**src/rtl/mc_ctrl_pkg.sv**
```systemverilog
// Shared encodings for the multicycle control unit and the datapath muxes it steers.
// Holds the FSM state enum, MIPS opcode/funct values and every control-field encoding.
package mc_ctrl_pkg;

   typedef enum logic [4:0] {
      ST_RESET     = 5'd0,
      ST_FETCH     = 5'd1,
      ST_DECODE    = 5'd2,
      ST_EXEC_R    = 5'd3,
      ST_WB_R      = 5'd4,
      ST_ADDI      = 5'd5,
      ST_WB_I      = 5'd6,
      ST_MEM_ADDR  = 5'd7,
      ST_MEM_READ  = 5'd8,
      ST_MEM_WB    = 5'd9,
      ST_MEM_WRITE = 5'd10,
      ST_BRANCH    = 5'd11,
      ST_JUMP      = 5'd12,
      ST_JR        = 5'd13,
      ST_MULT      = 5'd14,
      ST_DIV       = 5'd15,
      ST_MFHILO    = 5'd16,
      ST_EXC_SAVE  = 5'd17,
      ST_EXC_LOAD  = 5'd18,
      ST_EXC_JUMP  = 5'd19
   } state_t;

   localparam logic [5:0] OP_RTYPE = 6'h00;
   localparam logic [5:0] OP_J     = 6'h02;
   localparam logic [5:0] OP_BEQ   = 6'h04;
   localparam logic [5:0] OP_BNE   = 6'h05;
   localparam logic [5:0] OP_ADDI  = 6'h08;
   localparam logic [5:0] OP_LW    = 6'h23;
   localparam logic [5:0] OP_SW    = 6'h2B;

   localparam logic [5:0] FN_JR    = 6'h08;
   localparam logic [5:0] FN_MFHI  = 6'h10;
   localparam logic [5:0] FN_MFLO  = 6'h12;
   localparam logic [5:0] FN_MULT  = 6'h18;
   localparam logic [5:0] FN_DIV   = 6'h1A;
   localparam logic [5:0] FN_ADD   = 6'h20;
   localparam logic [5:0] FN_SUB   = 6'h22;
   localparam logic [5:0] FN_AND   = 6'h24;

   localparam logic [2:0] ALU_PASS = 3'b000;
   localparam logic [2:0] ALU_ADD  = 3'b001;
   localparam logic [2:0] ALU_SUB  = 3'b010;
   localparam logic [2:0] ALU_AND  = 3'b011;

   localparam logic [1:0] SRCA_PC  = 2'b00;
   localparam logic [1:0] SRCA_RAA = 2'b01;
   localparam logic [1:0] SRCA_A   = 2'b10;

   localparam logic [2:0] SRCB_B        = 3'b000;
   localparam logic [2:0] SRCB_FOUR     = 3'b001;
   localparam logic [2:0] SRCB_SEXT     = 3'b010;
   localparam logic [2:0] SRCB_MDR      = 3'b011;
   localparam logic [2:0] SRCB_SEXT_SH2 = 3'b100;

   localparam logic [2:0] PCS_ALU    = 3'b000;
   localparam logic [2:0] PCS_ALUOUT = 3'b001;
   localparam logic [2:0] PCS_JUMP   = 3'b010;
   localparam logic [2:0] PCS_A      = 3'b011;
   localparam logic [2:0] PCS_EPC    = 3'b100;
   localparam logic [2:0] PCS_EXC    = 3'b101;

   localparam logic [2:0] M2R_ALUOUT = 3'b000;
   localparam logic [2:0] M2R_MDR    = 3'b001;
   localparam logic [2:0] M2R_HILO   = 3'b010;

   localparam logic [1:0] DST_RT = 2'b00;
   localparam logic [1:0] DST_RD = 2'b01;

   localparam logic [1:0] IORD_PC     = 2'b00;
   localparam logic [1:0] IORD_ALUOUT = 2'b01;
   localparam logic [1:0] IORD_EXC    = 2'b10;

   localparam logic [1:0] CB_EQ = 2'b00;
   localparam logic [1:0] CB_NE = 2'b01;

   localparam logic [1:0] EC_INVALID = 2'b00;
   localparam logic [1:0] EC_OVF     = 2'b01;
   localparam logic [1:0] EC_DIVZ    = 2'b10;

   function automatic logic [2:0] funct_alu(input logic [5:0] funct);
      case (funct)
         FN_ADD:  return ALU_ADD;
         FN_SUB:  return ALU_SUB;
         FN_AND:  return ALU_AND;
         default: return ALU_PASS;
      endcase
   endfunction

endpackage

```
**src/rtl/mc_control_unit_if.sv**
```systemverilog
// Control-unit <-> datapath bundle: instruction fields and status flags in, control word out.
// master = control unit, slave = datapath.
interface mc_control_unit_if;
   logic [5:0] opcode;
   logic [5:0] funct;
   logic       overflow;
   logic       div_zero;

   logic       PC_W;
   logic       PCWriteCond;
   logic       Mem_W;
   logic       MDR_W;
   logic       IR_W;
   logic       RB_W;
   logic       Reg_AB_W;
   logic       ALU_Out_Reg_W;
   logic       EPC_W;
   logic       HILO_W;
   logic       divOrMult;
   logic       controlDivMult;
   logic [1:0] ALUSrcA;
   logic [2:0] ALUSrcB;
   logic [2:0] ALUControl;
   logic [2:0] PCSource;
   logic [2:0] memToReg;
   logic [1:0] regDST;
   logic [1:0] IorD;
   logic [1:0] CB;
   logic [1:0] EC_CTRL;
   logic [4:0] state_dbg;

   modport master (
      input  opcode, funct, overflow, div_zero,
      output PC_W, PCWriteCond, Mem_W, MDR_W, IR_W, RB_W, Reg_AB_W, ALU_Out_Reg_W,
             EPC_W, HILO_W, divOrMult, controlDivMult, ALUSrcA, ALUSrcB, ALUControl,
             PCSource, memToReg, regDST, IorD, CB, EC_CTRL, state_dbg
   );

   modport slave (
      output opcode, funct, overflow, div_zero,
      input  PC_W, PCWriteCond, Mem_W, MDR_W, IR_W, RB_W, Reg_AB_W, ALU_Out_Reg_W,
             EPC_W, HILO_W, divOrMult, controlDivMult, ALUSrcA, ALUSrcB, ALUControl,
             PCSource, memToReg, regDST, IorD, CB, EC_CTRL, state_dbg
   );
endinterface

```
**src/rtl/mc_control_unit.sv**
```systemverilog
// Multicycle MIPS-subset control FSM: Moore control word from a registered state,
// one shared saturating wait counter, and a latched exception cause.
//
// state     | meaning
// ----------+-----------------------------------------------
// RESET     | held in reset, all controls low
// FETCH     | read IR from PC for MEM_WAIT cycles, PC <= PC+4
// DECODE    | load A/B, precompute branch target, dispatch
// EXEC_R    | add/sub/and into ALUOut, overflow check
// WB_R      | ALUOut -> rd
// ADDI      | A + imm into ALUOut, overflow check
// WB_I      | ALUOut -> rt
// MEM_ADDR  | A + imm effective address
// MEM_READ  | data read for MEM_WAIT cycles, MDR load
// MEM_WB    | MDR -> rt
// MEM_WRITE | single-cycle store
// BRANCH    | beq/bne compare, conditional PC write
// JUMP      | PC <= jump target
// JR        | PC <= A
// MULT      | multiplier runs, HI/LO captured on last cycle
// DIV       | divider runs, div-by-zero trap on first cycle
// MFHILO    | HI or LO -> rd
// EXC_SAVE  | EPC <= PC, cause held in EC_CTRL
// EXC_LOAD  | read exception vector for MEM_WAIT cycles
// EXC_JUMP  | PC <= exception handler
module mc_control_unit
   import mc_ctrl_pkg::*;
#(
   parameter int MEM_WAIT    = 2,
   parameter int MULT_CYCLES = 33,
   parameter int DIV_CYCLES  = 33
) (
   input  logic               clk,
   input  logic               reset,
   mc_control_unit_if.master  bus
);

   localparam logic [5:0] MEM_LAST  = 6'(MEM_WAIT - 1);
   localparam logic [5:0] MULT_LAST = 6'(MULT_CYCLES - 1);
   localparam logic [5:0] DIV_LAST  = 6'(DIV_CYCLES - 1);

   state_t     state_q, state_d;
   logic [5:0] cnt_q;
   logic [1:0] ec_q, ec_d;
   logic       arith_ovf;

   assign arith_ovf = ((bus.funct == FN_ADD) || (bus.funct == FN_SUB)) && bus.overflow;

   always_ff @(posedge clk) begin
      if (!reset) begin
         state_q <= ST_RESET;
         cnt_q   <= '0;
         ec_q    <= EC_INVALID;
      end else begin
         state_q <= state_d;
         ec_q    <= ec_d;
         if (state_d != state_q)
            cnt_q <= '0;
         else if (cnt_q != 6'h3F)
            cnt_q <= cnt_q + 6'd1;
      end
   end

   always_comb begin
      state_d = state_q;
      ec_d    = ec_q;
      case (state_q)
         ST_RESET: state_d = ST_FETCH;
         ST_FETCH: if (cnt_q == MEM_LAST) state_d = ST_DECODE;
         ST_DECODE: begin
            case (bus.opcode)
               OP_RTYPE: begin
                  case (bus.funct)
                     FN_ADD, FN_SUB, FN_AND: state_d = ST_EXEC_R;
                     FN_MULT:                state_d = ST_MULT;
                     FN_DIV:                 state_d = ST_DIV;
                     FN_MFHI, FN_MFLO:       state_d = ST_MFHILO;
                     FN_JR:                  state_d = ST_JR;
                     default: begin
                        state_d = ST_EXC_SAVE;
                        ec_d    = EC_INVALID;
                     end
                  endcase
               end
               OP_ADDI:        state_d = ST_ADDI;
               OP_LW, OP_SW:   state_d = ST_MEM_ADDR;
               OP_BEQ, OP_BNE: state_d = ST_BRANCH;
               OP_J:           state_d = ST_JUMP;
               default: begin
                  state_d = ST_EXC_SAVE;
                  ec_d    = EC_INVALID;
               end
            endcase
         end
         ST_EXEC_R: begin
            if (arith_ovf) begin
               state_d = ST_EXC_SAVE;
               ec_d    = EC_OVF;
            end else begin
               state_d = ST_WB_R;
            end
         end
         ST_ADDI: begin
            if (bus.overflow) begin
               state_d = ST_EXC_SAVE;
               ec_d    = EC_OVF;
            end else begin
               state_d = ST_WB_I;
            end
         end
         ST_MEM_ADDR: state_d = (bus.opcode == OP_SW) ? ST_MEM_WRITE : ST_MEM_READ;
         ST_MEM_READ: if (cnt_q == MEM_LAST) state_d = ST_MEM_WB;
         ST_MULT:     if (cnt_q == MULT_LAST) state_d = ST_FETCH;
         ST_DIV: begin
            if ((cnt_q == 6'd0) && bus.div_zero) begin
               state_d = ST_EXC_SAVE;
               ec_d    = EC_DIVZ;
            end else if (cnt_q == DIV_LAST) begin
               state_d = ST_FETCH;
            end
         end
         ST_EXC_SAVE: state_d = ST_EXC_LOAD;
         ST_EXC_LOAD: if (cnt_q == MEM_LAST) state_d = ST_EXC_JUMP;
         ST_WB_R, ST_WB_I, ST_MEM_WB, ST_MEM_WRITE, ST_BRANCH,
         ST_JUMP, ST_JR, ST_MFHILO, ST_EXC_JUMP: state_d = ST_FETCH;
         default: state_d = ST_RESET;
      endcase
   end

   assign bus.state_dbg = state_q;

   always_comb begin
      bus.PC_W           = 1'b0;
      bus.PCWriteCond    = 1'b0;
      bus.Mem_W          = 1'b0;
      bus.MDR_W          = 1'b0;
      bus.IR_W           = 1'b0;
      bus.RB_W           = 1'b0;
      bus.Reg_AB_W       = 1'b0;
      bus.ALU_Out_Reg_W  = 1'b0;
      bus.EPC_W          = 1'b0;
      bus.HILO_W         = 1'b0;
      bus.divOrMult      = 1'b0;
      bus.controlDivMult = 1'b0;
      bus.ALUSrcA        = SRCA_PC;
      bus.ALUSrcB        = SRCB_B;
      bus.ALUControl     = ALU_PASS;
      bus.PCSource       = PCS_ALU;
      bus.memToReg       = M2R_ALUOUT;
      bus.regDST         = DST_RT;
      bus.IorD           = IORD_PC;
      bus.CB             = CB_EQ;
      bus.EC_CTRL        = EC_INVALID;
      case (state_q)
         ST_FETCH: begin
            bus.IorD       = IORD_PC;
            bus.ALUSrcA    = SRCA_PC;
            bus.ALUSrcB    = SRCB_FOUR;
            bus.ALUControl = ALU_ADD;
            if (cnt_q == MEM_LAST) begin
               bus.IR_W     = 1'b1;
               bus.PC_W     = 1'b1;
               bus.PCSource = PCS_ALU;
            end
         end
         ST_DECODE: begin
            bus.Reg_AB_W      = 1'b1;
            bus.ALUSrcA       = SRCA_PC;
            bus.ALUSrcB       = SRCB_SEXT_SH2;
            bus.ALUControl    = ALU_ADD;
            bus.ALU_Out_Reg_W = 1'b1;
         end
         ST_EXEC_R: begin
            bus.ALUSrcA       = SRCA_A;
            bus.ALUSrcB       = SRCB_B;
            bus.ALUControl    = funct_alu(bus.funct);
            bus.ALU_Out_Reg_W = 1'b1;
         end
         ST_WB_R: begin
            bus.regDST   = DST_RD;
            bus.memToReg = M2R_ALUOUT;
            bus.RB_W     = 1'b1;
         end
         ST_ADDI, ST_MEM_ADDR: begin
            bus.ALUSrcA       = SRCA_A;
            bus.ALUSrcB       = SRCB_SEXT;
            bus.ALUControl    = ALU_ADD;
            bus.ALU_Out_Reg_W = 1'b1;
         end
         ST_WB_I: begin
            bus.regDST   = DST_RT;
            bus.memToReg = M2R_ALUOUT;
            bus.RB_W     = 1'b1;
         end
         ST_MEM_READ: begin
            bus.IorD  = IORD_ALUOUT;
            bus.MDR_W = (cnt_q == MEM_LAST);
         end
         ST_MEM_WB: begin
            bus.regDST   = DST_RT;
            bus.memToReg = M2R_MDR;
            bus.RB_W     = 1'b1;
         end
         ST_MEM_WRITE: begin
            bus.IorD  = IORD_ALUOUT;
            bus.Mem_W = 1'b1;
         end
         ST_BRANCH: begin
            bus.ALUSrcA     = SRCA_A;
            bus.ALUSrcB     = SRCB_B;
            bus.ALUControl  = ALU_SUB;
            bus.PCWriteCond = 1'b1;
            bus.PCSource    = PCS_ALUOUT;
            bus.CB          = (bus.opcode == OP_BNE) ? CB_NE : CB_EQ;
         end
         ST_JUMP: begin
            bus.PCSource = PCS_JUMP;
            bus.PC_W     = 1'b1;
         end
         ST_JR: begin
            bus.PCSource = PCS_A;
            bus.PC_W     = 1'b1;
         end
         ST_MULT: begin
            bus.divOrMult = 1'b1;
            bus.HILO_W    = (cnt_q == MULT_LAST);
         end
         // Guard keeps a first-cycle div-by-zero from capturing HI/LO when DIV_CYCLES is 1.
         ST_DIV: begin
            bus.divOrMult = 1'b0;
            bus.HILO_W    = (cnt_q == DIV_LAST) && !((cnt_q == 6'd0) && bus.div_zero);
         end
         ST_MFHILO: begin
            bus.controlDivMult = (bus.funct == FN_MFHI);
            bus.memToReg       = M2R_HILO;
            bus.regDST         = DST_RD;
            bus.RB_W           = 1'b1;
         end
         ST_EXC_SAVE: begin
            bus.EPC_W   = 1'b1;
            bus.EC_CTRL = ec_q;
         end
         ST_EXC_LOAD: begin
            bus.IorD    = IORD_EXC;
            bus.MDR_W   = (cnt_q == MEM_LAST);
            bus.EC_CTRL = ec_q;
         end
         ST_EXC_JUMP: begin
            bus.PCSource = PCS_EXC;
            bus.PC_W     = 1'b1;
            bus.EC_CTRL  = ec_q;
         end
         default: ;
      endcase
   end

endmodule

```
**src/flat_wrapper.sv**
```systemverilog
// flat-port wrapper written by rule: the top's interface ports become plain ports
module mc_control_unit_flat import mc_ctrl_pkg::*;
#(
   parameter int MEM_WAIT    = 2,
   parameter int MULT_CYCLES = 33,
   parameter int DIV_CYCLES  = 33
)
  (clk, reset, bus_opcode, bus_funct, bus_overflow, bus_div_zero, bus_PC_W, bus_PCWriteCond, bus_Mem_W, bus_MDR_W, bus_IR_W, bus_RB_W, bus_Reg_AB_W, bus_ALU_Out_Reg_W, bus_EPC_W, bus_HILO_W, bus_divOrMult, bus_controlDivMult, bus_ALUSrcA, bus_ALUSrcB, bus_ALUControl, bus_PCSource, bus_memToReg, bus_regDST, bus_IorD, bus_CB, bus_EC_CTRL, bus_state_dbg);
  mc_control_unit_if bus_i ();
  input  logic clk;
  input  logic reset;
  input wire logic [$bits(bus_i.opcode)-1:0] bus_opcode;
  input wire logic [$bits(bus_i.funct)-1:0] bus_funct;
  input wire logic [$bits(bus_i.overflow)-1:0] bus_overflow;
  input wire logic [$bits(bus_i.div_zero)-1:0] bus_div_zero;
  output wire logic [$bits(bus_i.PC_W)-1:0] bus_PC_W;
  output wire logic [$bits(bus_i.PCWriteCond)-1:0] bus_PCWriteCond;
  output wire logic [$bits(bus_i.Mem_W)-1:0] bus_Mem_W;
  output wire logic [$bits(bus_i.MDR_W)-1:0] bus_MDR_W;
  output wire logic [$bits(bus_i.IR_W)-1:0] bus_IR_W;
  output wire logic [$bits(bus_i.RB_W)-1:0] bus_RB_W;
  output wire logic [$bits(bus_i.Reg_AB_W)-1:0] bus_Reg_AB_W;
  output wire logic [$bits(bus_i.ALU_Out_Reg_W)-1:0] bus_ALU_Out_Reg_W;
  output wire logic [$bits(bus_i.EPC_W)-1:0] bus_EPC_W;
  output wire logic [$bits(bus_i.HILO_W)-1:0] bus_HILO_W;
  output wire logic [$bits(bus_i.divOrMult)-1:0] bus_divOrMult;
  output wire logic [$bits(bus_i.controlDivMult)-1:0] bus_controlDivMult;
  output wire logic [$bits(bus_i.ALUSrcA)-1:0] bus_ALUSrcA;
  output wire logic [$bits(bus_i.ALUSrcB)-1:0] bus_ALUSrcB;
  output wire logic [$bits(bus_i.ALUControl)-1:0] bus_ALUControl;
  output wire logic [$bits(bus_i.PCSource)-1:0] bus_PCSource;
  output wire logic [$bits(bus_i.memToReg)-1:0] bus_memToReg;
  output wire logic [$bits(bus_i.regDST)-1:0] bus_regDST;
  output wire logic [$bits(bus_i.IorD)-1:0] bus_IorD;
  output wire logic [$bits(bus_i.CB)-1:0] bus_CB;
  output wire logic [$bits(bus_i.EC_CTRL)-1:0] bus_EC_CTRL;
  output wire logic [$bits(bus_i.state_dbg)-1:0] bus_state_dbg;
  assign bus_i.opcode = bus_opcode;
  assign bus_i.funct = bus_funct;
  assign bus_i.overflow = bus_overflow;
  assign bus_i.div_zero = bus_div_zero;
  assign bus_PC_W = bus_i.PC_W;
  assign bus_PCWriteCond = bus_i.PCWriteCond;
  assign bus_Mem_W = bus_i.Mem_W;
  assign bus_MDR_W = bus_i.MDR_W;
  assign bus_IR_W = bus_i.IR_W;
  assign bus_RB_W = bus_i.RB_W;
  assign bus_Reg_AB_W = bus_i.Reg_AB_W;
  assign bus_ALU_Out_Reg_W = bus_i.ALU_Out_Reg_W;
  assign bus_EPC_W = bus_i.EPC_W;
  assign bus_HILO_W = bus_i.HILO_W;
  assign bus_divOrMult = bus_i.divOrMult;
  assign bus_controlDivMult = bus_i.controlDivMult;
  assign bus_ALUSrcA = bus_i.ALUSrcA;
  assign bus_ALUSrcB = bus_i.ALUSrcB;
  assign bus_ALUControl = bus_i.ALUControl;
  assign bus_PCSource = bus_i.PCSource;
  assign bus_memToReg = bus_i.memToReg;
  assign bus_regDST = bus_i.regDST;
  assign bus_IorD = bus_i.IorD;
  assign bus_CB = bus_i.CB;
  assign bus_EC_CTRL = bus_i.EC_CTRL;
  assign bus_state_dbg = bus_i.state_dbg;
  mc_control_unit #(.MEM_WAIT(MEM_WAIT), .MULT_CYCLES(MULT_CYCLES), .DIV_CYCLES(DIV_CYCLES)) u_core (.clk(clk), .reset(reset), .bus(bus_i));
endmodule
```
**config.mk**
```make
export PLATFORM = sky130hd
export DESIGN_NAME = mc_control_unit_flat
export DESIGN_NICKNAME = d
export VERILOG_FILES = /design/src/rtl/mc_ctrl_pkg.sv /design/src/rtl/mc_control_unit_if.sv /design/src/rtl/mc_control_unit.sv /design/src/flat_wrapper.sv
export SDC_FILE = /design/constraint.sdc
export NUM_CORES = 1
export LEC_CHECK = 0
export BUFFER_PORTS_ARGS = -buffer_cell sky130_fd_sc_hd__buf_2
export CORE_MARGIN = 1
export CORE_UTILIZATION = 45
export CTS_CLUSTER_DIAMETER = 50
export CTS_CLUSTER_SIZE = 25
export DETAILED_ROUTE_END_ITERATION = 8
export PLACE_DENSITY = 0.79
export SLEW_MARGIN = 20
export SYNTH_ARGS = -nofsm -noshare
export SYNTH_HDL_FRONTEND = slang
export SYNTH_SLANG_ARGS = --single-unit
```
**constraint.sdc**
```tcl
create_clock -name clk -period 4.55 [get_ports clk]
set_clock_uncertainty 0.15 [all_clocks]
set_input_delay 0.455 -clock clk [delete_from_list [all_inputs] [get_ports clk]]
set_output_delay 0.455 -clock clk [all_outputs]
set_load 0.01 [all_outputs]
```
==> metrics.md, run 1 <==
| Metric | Value |
|---|---|
| Via-per-instance ratio | `5.92` |
| Total CTS buffers | `3` |
| Peak fanout along the critical path | `27` |
| Least-Margin Pin Slew | `0.847 ns` |
| Worst setup margin | `1.73 ns` |
| Leakage | `0.843 nW` |
| Hpwl dp | `3390 um` |
| Pins Over Slew Limit | `0` |
| Slew headroom | `43.5%` |
| Flop2flop setup slack | `1.73 ns` |
| Drt drc | `0` |
| Sw Share | `43.3%` |
| Crit-path slowest cell | `dfxtp_1` |
| Core footprint | `3440 um2` |
| Share of cells above drive strength 1 | `24.0%` |
| Post-synth top cells | `nor2_1 (22), nand2_1 (19), dfxtp_1 (13)` |
| Clock share of power | `20.5%` |
| Nets | `291` |
| RSZ-0062 raised after global routing | `false` |
| Pre-CTS setup slack | `1.79 ns` |
| Seq cells post-synth | `13` |
| Asr flop ratio synth | `0%` |
| R2R cell count | `8` |
| Mapped Cells | `234` |
| ANT cells | `0` |
| Hold Slack | `0.356 ns` |
| CP Cell Sequence | `nor2b_1, nand2_1, inv_1, a41oi_2, xnor2_1, nor3b_1, o21ai_1, nor4_1` |
| Final Cycle Share | `62.0%` |
| TritonCTS clock tree | `yes` |
| Setup violations, final | `0` |
| First-pass DRT Iterations | `4` |
| First-pass GRT wire length | `7580 um` |
| Global route total overflow | `0` |
| Gate power share | `46.5%` |
| Total power | `0.496 mW` |
| Post-CTS resize count | `0` |
| Seq/Total Area, Yosys | `15.7%` |
| Status | `finished clean` |
| Die Area | `3940 um2` |
| Critical Path Sink | `u_core.cnt_q[1]$_SDFFE_PP0P_` |
| PwrDens | `258 nW/um2` |
| Pin count of the biggest net entering global routing | `28` |
| Crit path time final | `2.82 ns` |
| Hold WC Path Type | `reg -> reg` |
| Syn avg cell area | `7.10 um2` |
| Post-Route WL | `4500 um` |
| Max_cap viols | `0` |
| Internal cell power | `0.281 mW` |
| Reg2reg start | `u_core.bus.state_dbg[1]$_SDFF_PN0_` |
| Die H | `62.8 um` |
| Ports | `55` |
| Yosys top cell by area | `dfxtp_1` |
| Initial Util | `48.3%` |
| Largest stage delay, worst path | `0.87 ns` |
| Setup_tns | `0 ns` |
| Crit. path cell count | `8` |
| CP startpoint kind | `flip-flop` |
| Avg WL per Cell | `14.2 um` |
| GRT Total Usage | `23.0%` |
| Final Hold Vio Count | `0` |
| Crit path DAT | `2.81 ns` |
| Critical setup path kind | `reg -> reg` |
| Placed inst area | `1880 um2` |
| CTS max path bufs | `2` |
| Mapped Area | `1660 um2` |
| H-Tree Depth | `1` |
| Number of global-route vias before repair | `1644` |
| Synth cell types | `60` |
| Root Driver | `clkbuf_8` |
| Port Buf Inserts | `49` |
| Post-detailed-route count of antenna-violating nets | `0` |
| Antenna violations before repair | `0` |
| Area contributors post-synth | `dfxtp_1 (16%), nor2_1 (5.0%), nand2_1 (4.3%)` |
| Row cnt | `21` |
| Clock Sink Count | `13` |
| Buffers & Inverters on Critical Path | `1` |
| Iteration-0 DRC Markers | `132` |
| Worst vdd ir | `0.000255 V` |
| Net Sw Power | `0.215 mW` |
| Cts hold-fix bufs | `0` |
| Hold Path Stages | `2` |
| Worst reg2reg endpoint | `u_core.cnt_q[1]$_SDFFE_PP0P_` |
| Area Overhead vs Synth | `15.7%` |
| CP delay by family, top | `simple AND/OR/NAND/NOR gates` |
| Endpoint type of the worst setup path | `flip-flop` |
| Fmax | `355 MHz` |
| Share of the synthesized area in the top cell type | `15.7%` |
| FILL cells | `342` |
| Register share of total power | `33.0%` |
| Clock slew at reported path FFs | `0.05 ns` |
| Count leader, synth | `nor2_1` |
| Primary FF master, synth | `dfxtp_1` |
| Routed via count | `1876` |
| Worst skew pair latency | `0.24 ns` |
| CP Launch Point | `u_core.bus.state_dbg[1]$_SDFF_PN0_` |
| GP Congestion | `0.951` |
| Postcts setup bufs | `0` |
| Die width | `62.8 um` |
| EDFF count, synth | `0` |
| Yosys warns | `0` |
| Final non-filler cell area | `1920 um2` |
| Critical Path RT | `4.54 ns` |
## metal layers
metal | vias up | wire [um] | part of all wire [%] | GRT usage [%]
li1 | 931 | - | - | -
met1 | 849 | 2050 | 46 | 33.3
met2 | 94 | 2090 | 47 | 36.1
met3 | 2 | 343 | 7.6 | 3.47
met4 | 0 | 12 | 0.27 | 3.78
met5 | - | 0 | 0 | 0
## cells in the final DEF (no fill, tap or decap), types with 3 or more instances in the layout
master	n
and2_1	3
and4b_1	3
nand2b_1	8
nand2_1	19
a21boi_0	5
o32ai_1	3
inv_1	8
nor3_1	9
o31ai_1	3
conb_1	5
xnor2_1	6
nor2b_1	8
nand3_1	10
and3_1	6
a2111oi_0	3
nand3b_1	3
nor2_1	22
nor3b_1	7
buf_2	49
ha_1	3
clkbuf_8	3
xor2_1	4
o21ai_0	8
o211ai_1	4
nor4_1	8
o41ai_1	3
a21oi_1	11
dfxtp_1	13
## worst min-delay path: stages (launching register included)
cell      delay [ns]
dfxtp_1         0.31
o41ai_1         0.07
a21boi_0        0.08
## kinds of logic after synthesis
family	after synthesis	share of synthesized area, %
and+or+nand+nor	121	42.5
adders and majority gates	3	2.26
xor gates and xnor gates	10	5.27
AOI/OAI and AO/OA	56	24.9
muxes	2	1.28
buffers and inverters	28	7.91
DFF	13	15.7
other	1	0.226
## power by group through the flow
stage	Sequential [mW]	Combinational, mW	Clock, mW
2_1_floorplan	0.141	0.187	0
3_3_place_gp	0.165	0.226	0
3_5_place_dp	0.165	0.228	0
4_1_cts	0.163	0.229	0.104
5_1_grt	0.168	0.253	0.110
6_report	0.164	0.231	0.102
## layout make-up
cell class | instances | area, um2 | area share (%)
Tap cell | 46 | 57.6 | 2.99
Multi-Input combinational cell | 197 | 1280 | 66.8
Timing Repair Buffer | 49 | 245 | 12.8
Sequential cell | 13 | 260 | 13.5
Clock buffer | 4 | 45.0 | 2.34
Inverter | 8 | 30.0 | 1.56
## registers in the layout (all words and copies together) (netlist names)
| register | flops |
|---|---|
| u_core.bus.state_dbg | 5 |
| u_core.cnt_q | 6 |
| u_core.ec_q | 2 |
## through the flow
step / utilization (%) / cells
after detailed placement: 54.6 / 313
after CTS: 55.9 / 317
after global routing: 55.9 / 317
after global placement: 54.6 / 313
after floorplan: - / 238
final: 55.9 / 317
## how the worst min path moves through the flow
stage / startpoint / end / slack [ns]
6_report: u_core.ec_q[1]$_SDFFE_PN0P_ / u_core.ec_q[1]$_SDFFE_PN0P_ / 0.36
3_3_place_gp: u_core.ec_q[1]$_SDFFE_PN0P_ / u_core.ec_q[1]$_SDFFE_PN0P_ / 0.36
5_1_grt: u_core.ec_q[1]$_SDFFE_PN0P_ / u_core.ec_q[1]$_SDFFE_PN0P_ / 0.36
2_1_floorplan: u_core.ec_q[0]$_SDFFE_PN0P_ / u_core.ec_q[0]$_SDFFE_PN0P_ / 0.29
3_5_place_dp: u_core.ec_q[1]$_SDFFE_PN0P_ / u_core.ec_q[1]$_SDFFE_PN0P_ / 0.34
4_1_cts: u_core.ec_q[1]$_SDFFE_PN0P_ / u_core.ec_q[1]$_SDFFE_PN0P_ / 0.35
Note: power is estimated with default switching activity, not from simulation.
==> run 2: changes to the inputs <==
==> constraint.sdc (replaced) <==
create_clock -name clk -period 2.6 [get_ports clk]
set_clock_uncertainty 0.15 [all_clocks]
set_input_delay 0.26 -clock clk [delete_from_list [all_inputs] [get_ports clk]]
set_output_delay 0.26 -clock clk [all_outputs]
set_load 0.01 [all_outputs]
==> run 2 against run 1 <==
  * Clock-buffer cell count unchanged
  * Non-clock buffer count up 12
  * Sequential cell count unchanged
  * Sequential power grew 53%
  * Maximum frequency increased by 18%
  * Wire length increased by 2.4%
  * Via count increased by 4.1%
  * Utilization is 3.1 points higher
  * Die area did not move
  * Sequential share of layout area decreased by 0.58 points
  * Combinational power is 100% higher
  * Largest power group unchanged
  * Highest routed layer unchanged
==> metrics.md, run 2 (same netlist as run 1, synthesis figures left out) <==
| Metric | Value |
|---|---|
| CP startpoint kind | `flip-flop` |
| Clock share of power | `19.4%` |
| Hold Path Stages | `3` |
| Worst reg2reg endpoint | `u_core.cnt_q[1]$_SDFFE_PP0P_` |
| TritonCTS clock tree | `yes` |
| Final Hold Vio Count | `0` |
| Post-CTS resize count | `0` |
| Top reg by flops | `u_core.cnt_q` |
| Internal cell power | `0.515 mW` |
| Endpoint type of the worst setup path | `flip-flop` |
| Most frequent cells in the layout | `buf_2 (49), nor2_1 (22), nand2_1 (19)` |
| Final Cycle Share | `92.1%` |
| Commonest non-fill, non-tap cell in the layout | `buf_2` |
| Clock slew at reported path FFs | `0.05 ns` |
| Routed via count | `1952` |
| Row cnt | `21` |
| Iteration-0 DRC Markers | `125` |
| Avg WL per Cell | `14.0 um` |
| DP Cell Count | `325` |
| Slew headroom | `58.8%` |
| Post-detailed-route count of antenna-violating nets | `0` |
| Non-filler cells, final | `329` |
| Setup_tns | `0 ns` |
| Hold WC Path Type | `in -> reg` |
| Post-Route WL | `4600 um` |
| FILL cells | `340` |
| Peak fanout along the critical path | `6` |
| Register share of total power | `28.0%` |
| Number of global-route vias before repair | `1690` |
| Core footprint | `3440 um2` |
| Nets | `303` |
| Fmax | `417 MHz` |
| Hold Path Sink | `u_core.cnt_q[0]$_SDFFE_PP0P_` |
| PwrDens | `442 nW/um2` |
| Register area | `263 um2` |
| First-pass GRT wire length | `7510 um` |
| Net Sw Power | `0.380 mW` |
| Pin count of the biggest net entering global routing | `21` |
| Sw Share | `42.4%` |
| Worst skew pair latency | `0.24 ns` |
| Crit-path slowest cell | `dfxtp_1` |
| Clock Sink Count | `13` |
| Critical Path RT | `2.59 ns` |
| Multi-input combinational cell area | `1300 um2` |
| GRT Total Usage | `22.9%` |
| Area Overhead vs Synth | `22.1%` |
| HP Start | `reset` |
| Root Driver | `clkbuf_8` |
| Reg2reg start | `u_core.cnt_q[2]$_SDFFE_PP0P_` |
| Die width | `62.8 um` |
| Drt drc | `0` |
| Global route total overflow | `0` |
| Leakage | `0.909 nW` |
| Flop2flop setup slack | `0.20 ns` |
| Status | `finished clean` |
| Largest register FFs | `6` |
| Worst vdd ir | `0.000290 V` |
| Gate power share | `52.6%` |
| Crit path time final | `2.40 ns` |
| Ports | `55` |
| Pins Over Slew Limit | `0` |
| Die Area | `3940 um2` |
| Die H | `62.8 um` |
| Port Buf Inserts | `49` |
| RSZ-0062 raised after global routing | `false` |
| Total CTS buffers | `3` |
| Largest stage delay, worst path | `0.36 ns` |
| Share of cells above drive strength 1 | `28.6%` |
| Via-per-instance ratio | `5.93` |
| Cts hold-fix bufs | `0` |
| Hpwl dp | `3710 um` |
| Antenna violations before repair | `0` |
| Crit path DAT | `2.38 ns` |
| First-pass DRT Iterations | `4` |
| Postcts setup bufs | `0` |
| R2R cell count | `7` |
| Critical setup path kind | `reg -> reg` |
| CP Cell Sequence | `nor3_2, and4b_1, a211o_1, nor4b_2, xor2_1, o21ai_1, nor4_1` |
| GP Congestion | `0.920` |
| Least-Margin Pin Slew | `0.603 ns` |
| Setup violations, final | `0` |
| ANT cells | `0` |
| Max_cap viols | `0` |
| H-Tree Depth | `1` |
| Initial Util | `48.3%` |
| CTS max path bufs | `2` |
==> run 2: cell count changes in the layout (fill, tap and decap cells not counted), sizes merged <==
cell | previous run | this run
buf | 49 | 61
==> run 2: how the worst max path moves through the flow <==
stage	start	end	slack [ns]	cells after the start
2_1_floorplan	u_core.bus.state_dbg[0]$_SDFF_PN0_	u_core.cnt_q[0]$_SDFFE_PP0P_	0.30	8
3_3_place_gp	u_core.bus.state_dbg[2]$_SDFF_PN0_	u_core.cnt_q[3]$_SDFFE_PP0P_	0.20	8
3_5_place_dp	u_core.bus.state_dbg[2]$_SDFF_PN0_	u_core.cnt_q[1]$_SDFFE_PP0P_	0.11	8
4_1_cts	u_core.bus.state_dbg[2]$_SDFF_PN0_	u_core.cnt_q[1]$_SDFFE_PP0P_	0.12	8
5_1_grt	u_core.bus.state_dbg[1]$_SDFF_PN0_	u_core.cnt_q[3]$_SDFFE_PP0P_	0.07	8
6_report	u_core.cnt_q[2]$_SDFFE_PP0P_	u_core.cnt_q[1]$_SDFFE_PP0P_	0.20	7
==> run 2: power groups by stage <==
| stage | clock, mW | combinational, mW | sequential (mW) |
|---|---|---|---|
| after floorplan | 0 | 0.327 | 0.247 |
| after global placement | 0 | 0.449 | 0.254 |
| after detailed placement | 0 | 0.457 | 0.254 |
| after CTS | 0.176 | 0.458 | 0.251 |
| after global routing | 0.190 | 0.519 | 0.256 |
| final | 0.174 | 0.471 | 0.251 |
==> run 2: per-layer routing <==
layer | track usage [%] | vias up | share of wire (%)
met5 | 0 | - | 0
li1 | - | 959 | -
met3 | 4.01 | 6 | 6.2
met1 | 31.5 | 914 | 46
met2 | 37.2 | 73 | 47
met4 | 4.65 | 0 | 0.89
==> run 2: per-stage QoR <==
step	hold WS, ns	util [%]	cell area [um2]	power (mW)	setup WS, ns
6_report	0.205	58.9	2030	0.896	0.205
5_1_grt	0.228	58.9	2030	0.965	0.0723
4_1_cts	0.207	58.5	2010	0.885	0.119
3_5_place_dp	0.322	57.2	1970	0.711	0.111
3_3_place_gp	0.319	57.2	1970	0.704	0.195
2_1_floorplan	0.263	-	1680	0.575	0.299
==> run 2: critical path, delay by kind of cell, from the launching register on <==
| family | cells | cell delay (ns) |
|---|---|---|
| flip-flops | 1 | 0.36 |
| XOR/XNOR | 1 | 0.17 |
| AO/OA/AOI/OAI | 2 | 0.38 |
| AND/OR/NAND/NOR | 4 | 1.23 |
==> run 2: layout make-up <==
cell class              instances  area share, %
multi-input cells             197           64.0
repair buffers                 61           16.5
flip-flops and latches         13           13.0
well taps                      46           2.84
clock buffers                   4           2.22
inverters                       8           1.48
==> run 3: changes to the inputs <==
--- a/config.mk
+++ b/config.mk
@@ -11,7 +11,7 @@
 export CTS_CLUSTER_DIAMETER = 50
 export CTS_CLUSTER_SIZE = 25
 export DETAILED_ROUTE_END_ITERATION = 8
-export PLACE_DENSITY = 0.79
+export PLACE_DENSITY = 0.83
 export SLEW_MARGIN = 20
 export SYNTH_ARGS = -nofsm -noshare
 export SYNTH_HDL_FRONTEND = slang
==> constraint.sdc (replaced) <==
create_clock -name clk -period 3 [get_ports clk]
set_clock_uncertainty 0.15 [all_clocks]
set_input_delay 0.3 -clock clk [delete_from_list [all_inputs] [get_ports clk]]
set_output_delay 0.3 -clock clk [all_outputs]
set_load 0.01 [all_outputs]
==> run 3 against run 2 <==
  * Clock-buffer cell count did not move
  * Non-clock buffer count fell by 7
  * Utilization fell by 2.0 points
  * Sequential power fell by 7%
  * Combinational power fell by 18%
  * Die area did not move
  * Register-to-register slack improved by 0.08 ns
  * Sequential share of layout area rose by 0.32 points
  * Global-route usage fell by 0.35 points
  * Largest power group unchanged
==> metrics.md, run 3 (same netlist as run 1, synthesis figures left out) <==
| Metric | Value |
|---|---|
| Peak fanout along the critical path | `26` |
| Core footprint | `3440 um2` |
| GP Congestion | `0.996` |
| Nets | `296` |
| CP startpoint kind | `flip-flop` |
| Worst vdd ir | `0.000348 V` |
| Endpoint type of the worst setup path | `flip-flop` |
| Postcts setup bufs | `0` |
| Post-detailed-route count of antenna-violating nets | `0` |
| Post-CTS resize count | `0` |
| Fmax | `368 MHz` |
| Setup_tns | `0 ns` |
| Register share of total power | `30.0%` |
| Top reg by flops | `u_core.cnt_q` |
| Crit path time final | `2.72 ns` |
| Die width | `62.8 um` |
| Max_cap viols | `0` |
| Ports | `55` |
| Drt drc | `0` |
| Commonest non-fill, non-tap cell in the layout | `buf_2` |
| Hold WC Path Type | `in -> reg` |
| Pin count of the biggest net entering global routing | `27` |
| Port Buf Inserts | `49` |
| Initial Util | `48.3%` |
| RSZ-0062 raised after global routing | `false` |
| Iteration-0 DRC Markers | `91` |
| Crit path DAT | `2.72 ns` |
| Avg WL per Cell | `14.0 um` |
| Total CTS buffers | `3` |
| Setup violations, final | `0` |
| Placed inst area | `1920 um2` |
| Antenna violations before repair | `0` |
| Final Cycle Share | `90.6%` |
| Die H | `62.8 um` |
| CP Launch Point | `u_core.bus.state_dbg[2]$_SDFF_PN0_` |
| Least-Margin Pin Slew | `0.773 ns` |
| Clock share of power | `20.3%` |
| HP Start | `reset` |
| Most frequent cells in the layout | `buf_2 (49), nor2_1 (22), nand2_1 (19)` |
| ANT cells | `0` |
| Net Sw Power | `0.338 mW` |
| Post-Route WL | `4520 um` |
| Critical Path RT | `3.00 ns` |
| Clock Sink Count | `13` |
| Slew headroom | `48.4%` |
| Routed via count | `1909` |
| GRT Total Usage | `22.6%` |
| Row cnt | `21` |
| Share of cells above drive strength 1 | `25.4%` |
| Reg2reg start | `u_core.bus.state_dbg[2]$_SDFF_PN0_` |
| Internal cell power | `0.439 mW` |
| First-pass DRT Iterations | `4` |
| Hold Slack | `0.232 ns` |
| Global route total overflow | `0` |
| Status | `finished clean` |
| Gate power share | `49.7%` |
| Final non-filler cell area | `1960 um2` |
| H-Tree Depth | `1` |
| Via-per-instance ratio | `5.93` |
| Die Area | `3940 um2` |
| Number of global-route vias before repair | `1664` |
| Clock slew at reported path FFs | `0.05 ns` |
| Sw Share | `43.5%` |
| Final Hold Vio Count | `0` |
| PwrDens | `396 nW/um2` |
| Worst skew pair latency | `0.25 ns` |
| Largest register FFs | `6` |
| CTS max path bufs | `2` |
| Area Overhead vs Synth | `18.0%` |
| Leakage | `0.869 nW` |
| Hpwl dp | `3470 um` |
| Pins Over Slew Limit | `0` |
| TritonCTS clock tree | `yes` |
| Cts hold-fix bufs | `0` |
| First-pass GRT wire length | `7290 um` |
| Critical setup path kind | `reg -> reg` |
| Root Driver | `clkbuf_8` |
[run 3: cell types whose count changed in the layout (fill, tap and decap cells not counted)]
cell	change
buf_4	-7
dfxtp_1	+2
dfxtp_2	-2
nor3_1	+1
nor3_2	-1
xor2_1	+1
xor2_2	-1
[run 3: per-stage QoR]
step / util (%) / total power, mW / worst slack (ns) / cells
final: 57.0 / 0.777 / 0.281 / 322
after CTS: 57.0 / 0.779 / 0.325 / 322
after global routing: 57.0 / 0.836 / 0.0402 / 322
after detailed placement: 55.7 / 0.618 / 0.337 / 318
after floorplan: - / 0.498 / 0.699 / 238
after global placement: 55.7 / 0.609 / 0.478 / 318
[run 3: critical path, stage by stage (launching register included)]
cell,delay [ns]
dfxtp_1,0.82
nor3_1,0.20
nand2_1,0.18
inv_1,0.14
o211a_1,0.18
nor4b_2,0.31
xor2_1,0.17
o21ai_1,0.18
nor4_1,0.28
[run 3: final timing paths]
check / to / slack [ns] / cells after the start
worst min-delay path: u_core.cnt_q[1]$_SDFFE_PP0P_ / 0.23 / 3
worst max-delay path: u_core.cnt_q[2]$_SDFFE_PP0P_ / 0.28 / 8
worst max register to register: u_core.cnt_q[2]$_SDFFE_PP0P_ / 0.28 / 8
worst min register to register: u_core.ec_q[1]$_SDFFE_PN0P_ / 0.33 / 2
[run 3: power by group through the flow]
stage	Combinational, mW	Clock, mW	Sequential (mW)
2_1_floorplan	0.284	0	0.214
3_3_place_gp	0.372	0	0.237
3_5_place_dp	0.383	0	0.236
4_1_cts	0.384	0.162	0.233
5_1_grt	0.428	0.170	0.238
6_report	0.386	0.158	0.233
[run 3: layer usage]
metal  track usage, %  share of wire [%]  vias up
li1                 -                  -      943
met1             29.6                 43      893
met2             37.6                 49       69
met3             3.28                6.9        4
met4             7.27               0.69        0
met5                0                  0        -
[run 3: final cells by class]
| type | instances | area, um2 |
|---|---|---|
| fill | 327 | 1480 |
| multi-input combinational | 197 | 1280 |
| timing repair buffer | 54 | 283 |
| sequential | 13 | 260 |
| tap | 46 | 57.6 |
| clock buffer | 4 | 45.0 |
| inverter | 8 | 30.0 |
